--- config.mk ---
export PLATFORM = sky130hd
export DESIGN_NAME = sdram_arbiter
export DESIGN_NICKNAME = d
export VERILOG_FILES = /design/src/rtl/sdram_arbiter.sv
export SDC_FILE = /design/constraint.sdc
export NUM_CORES = 1
export LEC_CHECK = 0
export ABC_AREA = 0
export CORE_AREA = 2 2 135 137
export DETAILED_ROUTE_END_ITERATION = 8
export DIE_AREA = 0 0 137 139
export PLACE_DENSITY = 0.94
export SKIP_CTS_REPAIR_TIMING = 1
export SLEW_MARGIN = 40
export SYNTH_ARGS = -nofsm -noshare
export SYNTH_HDL_FRONTEND = slang
export SYNTH_SLANG_ARGS = --single-unit
export TNS_END_PERCENT = 100
--- constraint.sdc ---
create_clock -name clk_i -period 11.1 [get_ports clk_i]
set_input_delay 2.22 -clock clk_i [delete_from_list [all_inputs] [get_ports clk_i]]
set_output_delay 2.22 -clock clk_i [all_outputs]
set_load 0.005 [all_outputs]
--- src/rtl/sdram_arbiter.sv ---
// Round-robin arbiter sharing one sys_sdram controller port between NREQ requesters.
// Registered outputs; a watchdog aborts transactions the controller never completes.
module sdram_arbiter #(
    parameter int unsigned NREQ    = 3,
    parameter int unsigned TIMEOUT = 1024
) (
    input  logic                 clk_i,
    input  logic                 rst_n_i,
    input  logic [NREQ-1:0]      req_valid_i,
    input  logic [32*NREQ-1:0]   req_addr_i,
    input  logic [32*NREQ-1:0]   req_wdata_i,
    input  logic [4*NREQ-1:0]    req_wstrb_i,
    output logic [NREQ-1:0]      req_ready_o,
    output logic [31:0]          req_rdata_o,
    output logic                 req_err_o,
    output logic                 m_valid_o,
    output logic [31:0]          m_addr_o,
    output logic [31:0]          m_wdata_o,
    output logic [3:0]           m_wstrb_o,
    input  logic                 m_ready_i,
    input  logic [31:0]          m_rdata_i,
    output logic [2:0]           grant_o
);

    localparam int unsigned CW = (TIMEOUT > 0) ? $clog2(TIMEOUT + 1) : 1;

    typedef enum logic [1:0] {IDLE, BUSY, RESP} state_t;

    state_t          state_q, state_d;
    logic [2:0]      last_grant_q, last_grant_d;
    logic [2:0]      grant_d;
    logic [CW-1:0]   cnt_q, cnt_d;
    logic            m_valid_d;
    logic [31:0]     m_addr_d, m_wdata_d;
    logic [3:0]      m_wstrb_d;
    logic [NREQ-1:0] ready_d;
    logic [31:0]     rdata_d;
    logic            err_d;

    logic [2:0]      win;
    logic            found;

    // Search starts one past the last owner so every requester gets its turn.
    always_comb begin
        int unsigned idx;
        idx   = 0;
        win   = '0;
        found = 1'b0;
        for (int unsigned i = 1; i <= NREQ; i++) begin
            idx = (32'(last_grant_q) + i) % NREQ;
            if (!found && req_valid_i[idx]) begin
                found = 1'b1;
                win   = 3'(idx);
            end
        end
    end

    always_comb begin
        state_d      = state_q;
        last_grant_d = last_grant_q;
        grant_d      = grant_o;
        cnt_d        = cnt_q;
        m_valid_d    = m_valid_o;
        m_addr_d     = m_addr_o;
        m_wdata_d    = m_wdata_o;
        m_wstrb_d    = m_wstrb_o;
        ready_d      = '0;
        rdata_d      = req_rdata_o;
        err_d        = req_err_o;
        case (state_q)
            IDLE: begin
                if (found) begin
                    m_valid_d = 1'b1;
                    m_addr_d  = req_addr_i[32*int'(win) +: 32];
                    m_wdata_d = req_wdata_i[32*int'(win) +: 32];
                    m_wstrb_d = req_wstrb_i[4*int'(win) +: 4];
                    grant_d   = win;
                    cnt_d     = '0;
                    state_d   = BUSY;
                end
            end
            BUSY: begin
                // Terminal count sits one past TIMEOUT-1 so the error pulse lands
                // TIMEOUT+1 cycles after m_valid_o rises; m_ready_i takes priority.
                if (m_ready_i) begin
                    m_valid_d = 1'b0;
                    rdata_d   = m_rdata_i;
                    err_d     = 1'b0;
                    ready_d   = NREQ'(1) << grant_o;
                    state_d   = RESP;
                end else if (TIMEOUT != 0 && cnt_q == CW'(TIMEOUT)) begin
                    m_valid_d = 1'b0;
                    rdata_d   = '0;
                    err_d     = 1'b1;
                    ready_d   = NREQ'(1) << grant_o;
                    state_d   = RESP;
                end else begin
                    cnt_d = cnt_q + 1'b1;
                end
            end
            RESP: begin
                last_grant_d = grant_o;
                state_d      = IDLE;
            end
            default: state_d = IDLE;
        endcase
    end

    always_ff @(posedge clk_i or negedge rst_n_i) begin
        if (!rst_n_i) begin
            state_q      <= IDLE;
            last_grant_q <= 3'(NREQ - 1);
            grant_o      <= '0;
            cnt_q        <= '0;
            m_valid_o    <= 1'b0;
            m_addr_o     <= '0;
            m_wdata_o    <= '0;
            m_wstrb_o    <= '0;
            req_ready_o  <= '0;
            req_rdata_o  <= '0;
            req_err_o    <= 1'b0;
        end else begin
            state_q      <= state_d;
            last_grant_q <= last_grant_d;
            grant_o      <= grant_d;
            cnt_q        <= cnt_d;
            m_valid_o    <= m_valid_d;
            m_addr_o     <= m_addr_d;
            m_wdata_o    <= m_wdata_d;
            m_wstrb_o    <= m_wstrb_d;
            req_ready_o  <= ready_d;
            req_rdata_o  <= rdata_d;
            req_err_o    <= err_d;
        end
    end

endmodule

Word level (Yosys, flattened, before mapping)

Cells that the tools add are included.

Register bits: 124
Input bits: 242
Output and inout port bits: 108
Word-level logic and storage cells: 75

Add/subtract/negate cells: 4
Divide/modulo/power cells: 3
Magnitude comparators: 3
Equality and inequality tests: 7
Shift operators: 4
Muxes and demuxes: 31
Reductions and logical operators: 12

Operators with widths:

| operator                | count |
|---|---|
| $shiftx A96 B9 Y32      | 2 |
| $lt A32 B3 Y1 const B   | 3 |
| $mod A32 B2 Y32 const B | 3 |
| $mux W32                | 2 |
| $mux W11                | 3 |
| $pmux W11 S2            | 1 |
| $mux W3                 | 6 |
| $shiftx A12 B6 Y4       | 1 |
| $add A11 B1 Y11 const B | 1 |
| $eq A11 B11 Y1 const B  | 1 |
| $mux W1                 | 11 |
| $add A3 B2 Y4 const B   | 2 |
| $bmux W1 S2             | 3 |
| $mux W2                 | 3 |
| $ne A2 B2 Y1 const B    | 3 |
| $reduce_and A2 Y1       | 3 |
| $add A3 B1 Y4 const B   | 1 |
| $pmux W2 S2             | 1 |
| $reduce_and A4 Y1       | 1 |
| $reduce_bool A2 Y1      | 2 |
| $ne A3 B3 Y1 const B    | 1 |
| $reduce_and A3 Y1       | 1 |
| $shl A1 B3 Y3 const A   | 1 |
| $eq A2 B1 Y1 const B    | 1 |
| 5 further kinds         | 7 |

Logic depth before layout (Yosys ltp)

Gate-level depths: netlist of run 1.

Word-level depth: 13
Mapped depth: 21
Mapped depth without buffers: 17

Worst setup path before layout of run 1

OpenSTA, ideal clock, no wires.

Kind: reg-to-reg
Start: reg last_grant_q[0]
End: reg m_wstrb_o[2]
Library setup time: 123 ps
Arrival time: 4675 ps
Data required time: 10977 ps
Slack: 6301 ps
Cell stages (with the launch flop): 21
Buffers on the path: 5
Clock period less this slack: 4799 ps
Path through: dfrtp_1 > buf_2 > buf_1 > inv_1 > ha_1 > buf_2 > clkinv_1 > ha_1 > ha_1 > o21bai_1 > o21ai_1 > nand2_1 > ha_1 > a221o_1 > or4b_1 > a311o_1 > o211a_1 > buf_4 > buf_6 > a211oi_2 > o21ai_1

Longest elaborated chain between the ends: 12
Elaborated cells between the ends (all ways): 24
Those cells by class: add/sub (3); div (3); shift (1); mux (12); reduce/logical (5)

RTL lines:

| item                                                          | RTL line | source |
|---|---|---|
| start: declaration                                            | 30       | `logic [2:0] last_grant_q, last_grant_d;` |
| start signal: assignment                                      | 112      | `last_grant_q <= 3'(NREQ - 1);` |
| start signal: assignment                                      | 124      | `last_grant_q <= last_grant_d;` |
| $add A3 B1 Y4                                                 | 50       | `idx = (32'(last_grant_q) + i) % NREQ;` |
| $mod A32 B2 Y32                                               | 50       |  |
| $bmux W1 S2                                                   | 51       | `if (!found && req_valid_i[idx]) begin` |
| $mux W1 (implied by the code)                                 | 51       |  |
| $mux W1                                                       | 51       |  |
| $logic_not A1 Y1                                              | 51       |  |
| $logic_and A1 B1 Y1                                           | 51       |  |
| $mux W1                                                       | 51       |  |
| $logic_not A1 Y1                                              | 51       |  |
| $logic_and A1 B1 Y1                                           | 51       |  |
| $mux W3 / $mux W1 (equally long branches)                     | 51       |  |
| $shiftx A12 B6 Y4 / $reduce_and A2 Y1 (equally long branches) | -        |  |
| end signal: assignment                                        | 130      | `m_wstrb_o <= m_wstrb_d;` |
| end: declaration                                              | 19       | `output logic [3:0] m_wstrb_o,` |

Several ways; a longest one is shown, not always the timed one. The select of a mux whose other input is x is not followed.
A chain may end at the register's enable or synchronous reset.

Worst setup path in the final report of run 1

Start: reg last_grant_q[0]
End: reg m_wdata_o[20]

Longest elaborated chain between the ends: 12
Elaborated cells between the ends (all ways): 24
Those cells by class: add/sub (3); div (3); shift (1); mux (12); reduce/logical (5)

RTL lines:

| item                                                           | RTL line | source |
|---|---|---|
| $add A3 B1 Y4                                                  | 50       |  |
| $mod A32 B2 Y32                                                | 50       |  |
| $bmux W1 S2                                                    | 51       |  |
| $mux W1 (implied by the code)                                  | 51       |  |
| $mux W1                                                        | 51       |  |
| $logic_not A1 Y1                                               | 51       |  |
| $logic_and A1 B1 Y1                                            | 51       |  |
| $mux W1                                                        | 51       |  |
| $logic_not A1 Y1                                               | 51       |  |
| $logic_and A1 B1 Y1                                            | 51       |  |
| $mux W3 / $mux W1 (equally long branches)                      | 51       |  |
| $shiftx A96 B9 Y32 / $reduce_and A2 Y1 (equally long branches) | -        |  |
| end signal: assignment                                         | 129      | `m_wdata_o <= m_wdata_d;` |
| end: declaration                                               | 18       | `output logic [31:0] m_wdata_o,` |

Several ways; a longest one is shown, not always the timed one. The select of a mux whose other input is x is not followed.

==> results.md, run 1 <==
* Vias/cell at 5.740
* Full die area at 0.01904 sq mm
* Max Clock Skew at 0.01336 ns
* Setup CP Type: reg -> reg
* Top cells by area, synth: dfrtp_1 (42%), and3_1 (6.1%), o21ai_0 (6.1%)
* Input/output buffers at 349
* # H-tree levels at 4
* Grt ovf at 0
* Share of cells above drive strength 1 at 0.07788
* Hold WS at 0.4802 ns
* Synth top area share at 0.4179
* Crit path capture type: flop
* Drt initial violations at 507
* Synthesized instance count at 800
* Placed cells at 1326
* Initial antenna violation count at 1
* Synth area leader: dfrtp_1
* Starting Density at 0.4172
* Crit start category: flop
* Synth Area in Adders at 0.03737
* Routed wire per std cell at 20.15 um
* Remaining DRCs at 0
* Hold crit path type: reg -> reg
* Fmax at 0.1663 GHz
* Fin. max-slew vios at 0
* Finished Layout Cells at 1360
* Num CTS Buffers at 17
* Mux cell area share after synthesis at 0.006964
* Global-route wire length before repair at 42080 um
* Syn Std Cell Area at 0.007366 sq mm
* Slew margin rel. at 0.4950
* Layout fillers at 1352
* Critical path peak fanout at 31
* Synth Area per Inst at 9.207 sq um
* P&R area growth vs syn at 58.38%
* Synth Area in XOR/XNOR at 0.01886
* GP Congestion at 0.9160
* Via count at 7807
* Post-Route WL at 27410 um
* Final setup vio count at 0
* First drt pass iteration count at 8
* CTS tree: built
* Largest family of logic cells by synthesized area: compound AO/OA/AOI/OAI gates
* Post-synthesis sequential area ratio at 0.4214
* Largest net degree at the start of global routing at 86
* Sink Count at 124
* Die Width at 137 um
* Vias in the first global route at 7790
* CTS root buffer: clkbuf_16
* Total track usage at 0.2831
* Count leader, synth: dfrtp_1
* Unrepaired setup endpoints after global routing: no
* Post-detail-place hpwl at 19780 um
* Ys async rst share at 1.000
* Syn Nets at 1064
* CORE AREA at 0.01766 sq mm
* Worst-Margin Slew at 0.7574 ns
* Top cells by count, synth: dfrtp_1 (123), nand2_1 (97), o21ai_0 (90)
* Synthesized flop and latch total at 124
* Netlist cell types at 69
* FP Rows at 49
* Clock buffer depth at 2
* Simple-gate share of the synthesized area at 0.1719
* Synth warn at 0
* Clock latency on the worst-skew pair at 0.42 ns
* Clock-pin slew on the worst setup and hold paths at 0.06 ns
* Die Y at 139 um
* IO Count at 350
* Worst endpoint required time at 11.39 ns
* Max_cap viols at 0
* Minimum clock period at 6.012 ns
* Final worst-path cycle share at 0.5417
* Top_reg_cell synth: dfrtp_1
* Status: finished, final reports clean
* Final hold violations at 0
* Layout Nets at 1381
* Routed Antenna Nets at 0
* Setup TNS at 0 ns
* Number of synthesized flops with an enable pin at 0
* Compound-Gate Fraction of Synth Area at 0.2939
* Crit path DAT at 6.30 ns
through the flow:
| step | instance area [sq um] | util | worst slack [ns] |
|---|---|---|---|
| after floorplan | 7366 | - | 6.301 |
| after global placement | 10940 | 0.6194 | 5.048 |
| after detailed placement | 11030 | 0.6248 | 5.205 |
| after CTS | 11640 | 0.6592 | 5.174 |
| after global routing | 11660 | 0.6606 | 4.706 |
| final | 11670 | 0.6607 | 5.088 |
worst max-delay path: stages, from the launching register on:
cell	delay, ns
dfrtp_1	0.83
inv_1	0.16
ha_1	0.63
clkinv_1	0.36
ha_1	0.33
ha_1	0.24
o21bai_1	0.24
o21ai_1	0.21
nand2_1	0.09
ha_1	0.20
a221o_1	0.33
or4b_1	0.54
a211oi_1	0.32
nand2b_1	0.20
a21oi_4	0.07
buf_8	0.19
buf_16	0.17
buf_4	0.27
a211oi_1	0.33
o21ai_0	0.11
worst paths after layout:
check	start	endpoint	slack (ns)	cells past startpoint
min	m_addr_o[30]	m_addr_o[30]	0.48	2
min in group asynchronous	rst_n_i	m_wdata_o[6]	1.66	1
min reg2reg	m_addr_o[30]	m_addr_o[30]	0.48	2
max	last_grant_q[0]	m_wdata_o[20]	5.09	19
max reg2reg	last_grant_q[0]	m_wdata_o[20]	5.09	19
max in group asynchronous	rst_n_i	req_rdata_o[8]	8.54	2
flip-flops by register name, summed over array words and instances (netlist names):
register      cells
req_ready_o       3
m_valid_o         1
m_addr_o         32
m_wdata_o        32
grant_o           3
m_wstrb_o         4
last_grant_q      3
req_err_o         1
cnt_q            11
state_q           2
req_rdata_o      32
placed cells by master (no fill, tap or decap), types with 15 or more instances in the layout:
cell type,Yosys,routed
clkdlybuf4s50_1,0,348
dfrtp_1,123,123
nand2_1,97,97
o21ai_0,90,90
and3_1,72,72
o21ai_1,60,60
a211oi_1,54,54
a22o_1,32,32
ha_1,22,22
a211oi_2,20,20
inv_1,17,17
clkbuf_16,0,17
nor2_1,15,15
cells by family after synthesis:
group / Yosys count
compound gates: 311
simple gates: 242
flops: 124
buf+inv: 81
fa+ha+maj: 22
xor+xnor: 15
mux: 5
metal layers:
layer | part of all wire | routed length [um] | GRT usage
met1 | 0.38 | 10470 | 0.3357
met2 | 0.51 | 14050 | 0.4810
met3 | 0.067 | 1827 | 0.06798
met4 | 0.039 | 1061 | 0.1281
met5 | 0 | 0 | 0
final cells by class:
| class | count | area [sq um] | share of cell area |
|---|---|---|---|
| Antenna cell | 1 | 2.502 | 0.0002145 |
| Multi-Input combinational cell | 595 | 3936 | 0.3374 |
| Timing Repair Buffer | 361 | 3661 | 0.3138 |
| Clock inverter | 14 | 168.9 | 0.01448 |
| Clock buffer | 18 | 439.2 | 0.03764 |
| Sequential cell | 124 | 3104 | 0.2661 |
| Tap cell | 229 | 286.5 | 0.02456 |
| Inverter | 18 | 67.56 | 0.005792 |
Power of run 1 is left out: the tool's default activity adds up to more than one toggle a clock period on the data nets, which glitch-free logic cannot reach.
==> run 2, diff against run 1 <==
CORE_AREA = unset   (was 2 2 135 137)
CORE_UTILIZATION = 38   (was unset)
DIE_AREA = unset   (was 0 0 137 139)
PLACE_DENSITY = 0.9   (was 0.94)
clock period = 5.5 ns   (was 11.1 ns; I/O delays follow)
==> run 2 against run 1 <==
  * Critical endpoint is now m_wstrb_o[1]
  * Clock-buffer cell count unchanged
  * Critical path depth decreased by 2
  * Maximum frequency up 20%
  * Via count hardly changed
  * Critical path type unchanged
==> results.md, run 2 (synthesis gave the netlist of run 1 again) <==
* Critical path peak fanout at 36 (was 31)
* Largest registers: m_addr_o (32), m_wdata_o (32), req_rdata_o (32) (unchanged)
* Die Width at 141.2 um (was 137 um)
* Sink Count at 124 (unchanged)
* Clock buffer depth at 2 (unchanged)
* Num CTS Buffers at 17 (unchanged)
* Reg2Reg Capture Point: m_wstrb_o[1] (was m_wdata_o[20])
* Full die area at 0.01994 sq mm (was 0.01904 sq mm)
* Status: finished, final reports clean (unchanged)
* R2R Setup Slk at 0.48 ns (was 5.09 ns)
* Hold Path Depth at 2 (unchanged)
* Post-Route WL at 26410 um (was 27410 um)
* Final setup vio count at 0 (unchanged)
* Crit path DAT at 5.33 ns (was 6.30 ns)
* Max Clock Skew at 0.01301 ns (was 0.01336 ns)
* Depth of the worst register-to-register path at 17 (was 19)
* Layout Nets at 1388 (was 1381)
* Hold WS at 0.4803 ns (was 0.4802 ns)
* Clock latency on the worst-skew pair at 0.43 ns (was 0.42 ns)
* Hold crit path type: reg -> reg (unchanged)
* Finished Layout Cells at 1399 (was 1360)
* # H-tree levels at 4 (unchanged)
* Vias/cell at 5.583 (was 5.740)
* Routed wire per std cell at 18.88 um (was 20.15 um)
* Minimum clock period at 5.017 ns (was 6.012 ns)
* Input/output buffers at 349 (unchanged)
* Crit path capture type: flop (unchanged)
* CP max stage cell: dfstp_2 (was dfrtp_1)
* Share of cells above drive strength 1 at 0.08355 (was 0.07788)
* Starting Density at 0.3912 (was 0.4172)
* Initial antenna violation count at 3 (was 1)
* CTS root buffer: clkbuf_16 (unchanged)
* FF-to-FF Start: last_grant_q[1] (was last_grant_q[0])
* Worst path most repeated cell: ha_1 (unchanged)
* Global-route wire length before repair at 40450 um (was 42080 um)
* FP Rows at 50 (was 49)
* Setup CP Type: reg -> reg (unchanged)
* P&R area growth vs syn at 60.00% (was 58.38%)
* Final worst-path cycle share at 0.9123 (was 0.5417)
* Setup TNS at 0 ns (unchanged)
* Routed Antenna Nets at 0 (unchanged)
* Worst hold start: m_addr_o[1] (was m_addr_o[30])
* CORE AREA at 0.01883 sq mm (was 0.01766 sq mm)
* Grt ovf at 0 (unchanged)
* Crit start category: flop (unchanged)
* Via count at 7810 (was 7807)
* Fmax at 0.1993 GHz (was 0.1663 GHz)
* Most frequent cells in the layout: clkdlybuf4s50_1 (348), dfrtp_1 (123), nand2_1 (97) (unchanged)
* First drt pass iteration count at 5 (was 8)
* Clock-pin slew on the worst setup and hold paths at 0.06 ns (about the same)
* Total track usage at 0.2639 (was 0.2831)
* IO Count at 350 (unchanged)
* Hold endpoint: m_addr_o[1] (was m_addr_o[30])
* Crit-path max cell delay at 0.65 ns (was 0.83 ns)
* Max_cap viols at 0 (unchanged)
* Vias in the first global route at 7688 (was 7790)
* CP Cell Sequence: inv_1 > ha_1 > xnor2_2 > and2_4 > ha_1 > ha_1 > o21bai_1 > o21ai_1 > nand2_1 > ha_1 > a221o_1 > or4b_1 > a311o_1 > o211a_4 > buf_12 > a211oi_1 > o21ai_1 (was inv_1 > ha_1 > clkinv_1 > ha_1 > ha_1 > o21bai_1 > o21ai_1 > nand2_1 > ha_1 > a221o_1 > or4b_1 > a211oi_1 > nand2b_1 > a21oi_4 > buf_8 > buf_16 > buf_4 > a211oi_1 > o21ai_0)
* Worst endpoint required time at 5.81 ns (was 11.39 ns)
* Unrepaired setup endpoints after global routing: no (unchanged)
* Placed cells at 1365 (was 1326)
* Slew margin rel. at 0.5445 (was 0.4950)
* Remaining DRCs at 0 (unchanged)
* Largest net degree at the start of global routing at 85 (was 86)
* Die Y at 141.2 um (was 139 um)
* Leading cell type in the layout, fill and taps excluded: clkdlybuf4s50_1 (unchanged)
* Fin. max-slew vios at 0 (unchanged)
* Worst-Margin Slew at 0.6832 ns (was 0.7574 ns)
* GP Congestion at 0.9024 (was 0.9160)
* CTS tree: built (unchanged)
* Drt initial violations at 468 (was 507)
* Post-detail-place hpwl at 19450 um (was 19780 um)
* Final hold violations at 0 (unchanged)
run 2: per-layer routing:
layer / vias to the layer above / share of wire / GRT usage
met5: - / 0.00049 / 0
met4: 2 / 0.045 / 0.1424
met2: 399 / 0.50 / 0.4414
li1: 3604 / - / -
met3: 88 / 0.076 / 0.07099
met1: 3717 / 0.38 / 0.3081
run 2: layout make-up:
class                      count  area, sq um
fill                        1499         7046
multi-input combinational    595         3936
timing repair buffer         368         3711
sequential                   124         3104
clock buffer                  18        439.2
tap                          260        325.3
clock inverter                14        196.4
inverter                      18        67.56
antenna                        2        5.005
run 2: through the flow:
stage | utilization | cell area [sq um] | setup WS (ns)
finish | 0.6258 | 11790 | 0.4825
global route | 0.6258 | 11790 | 0.1386
CTS | 0.6256 | 11780 | 0.5079
detailed placement | 0.5918 | 11140 | 0.5509
global placement | 0.5891 | 11090 | 0.6334
floorplan | - | 7366 | 0.7014
run 2: worst max-delay path by stage:
stage | slack (ns) | to | start
after floorplan | 0.70 | m_wstrb_o[2] | last_grant_q[0]
final | 0.48 | m_wstrb_o[1] | last_grant_q[1]
after global placement | 0.63 | m_wdata_o[21] | last_grant_q[1]
after global routing | 0.14 | m_wstrb_o[1] | last_grant_q[1]
after CTS | 0.51 | m_wstrb_o[1] | last_grant_q[1]
after detailed placement | 0.55 | m_wstrb_o[1] | last_grant_q[1]
run 2: critical path: cells and delay by family (launching register included):
kind	cells	cell delay [ns]
and+or+nand+nor	3	0.80
AOI/OAI and AO/OA	7	1.90
buffers and inverters	2	0.41
adders and majority gates	4	0.90
xor gates and xnor gates	1	0.19
DFF	1	0.65
Power of run 2 is left out for the same reason.
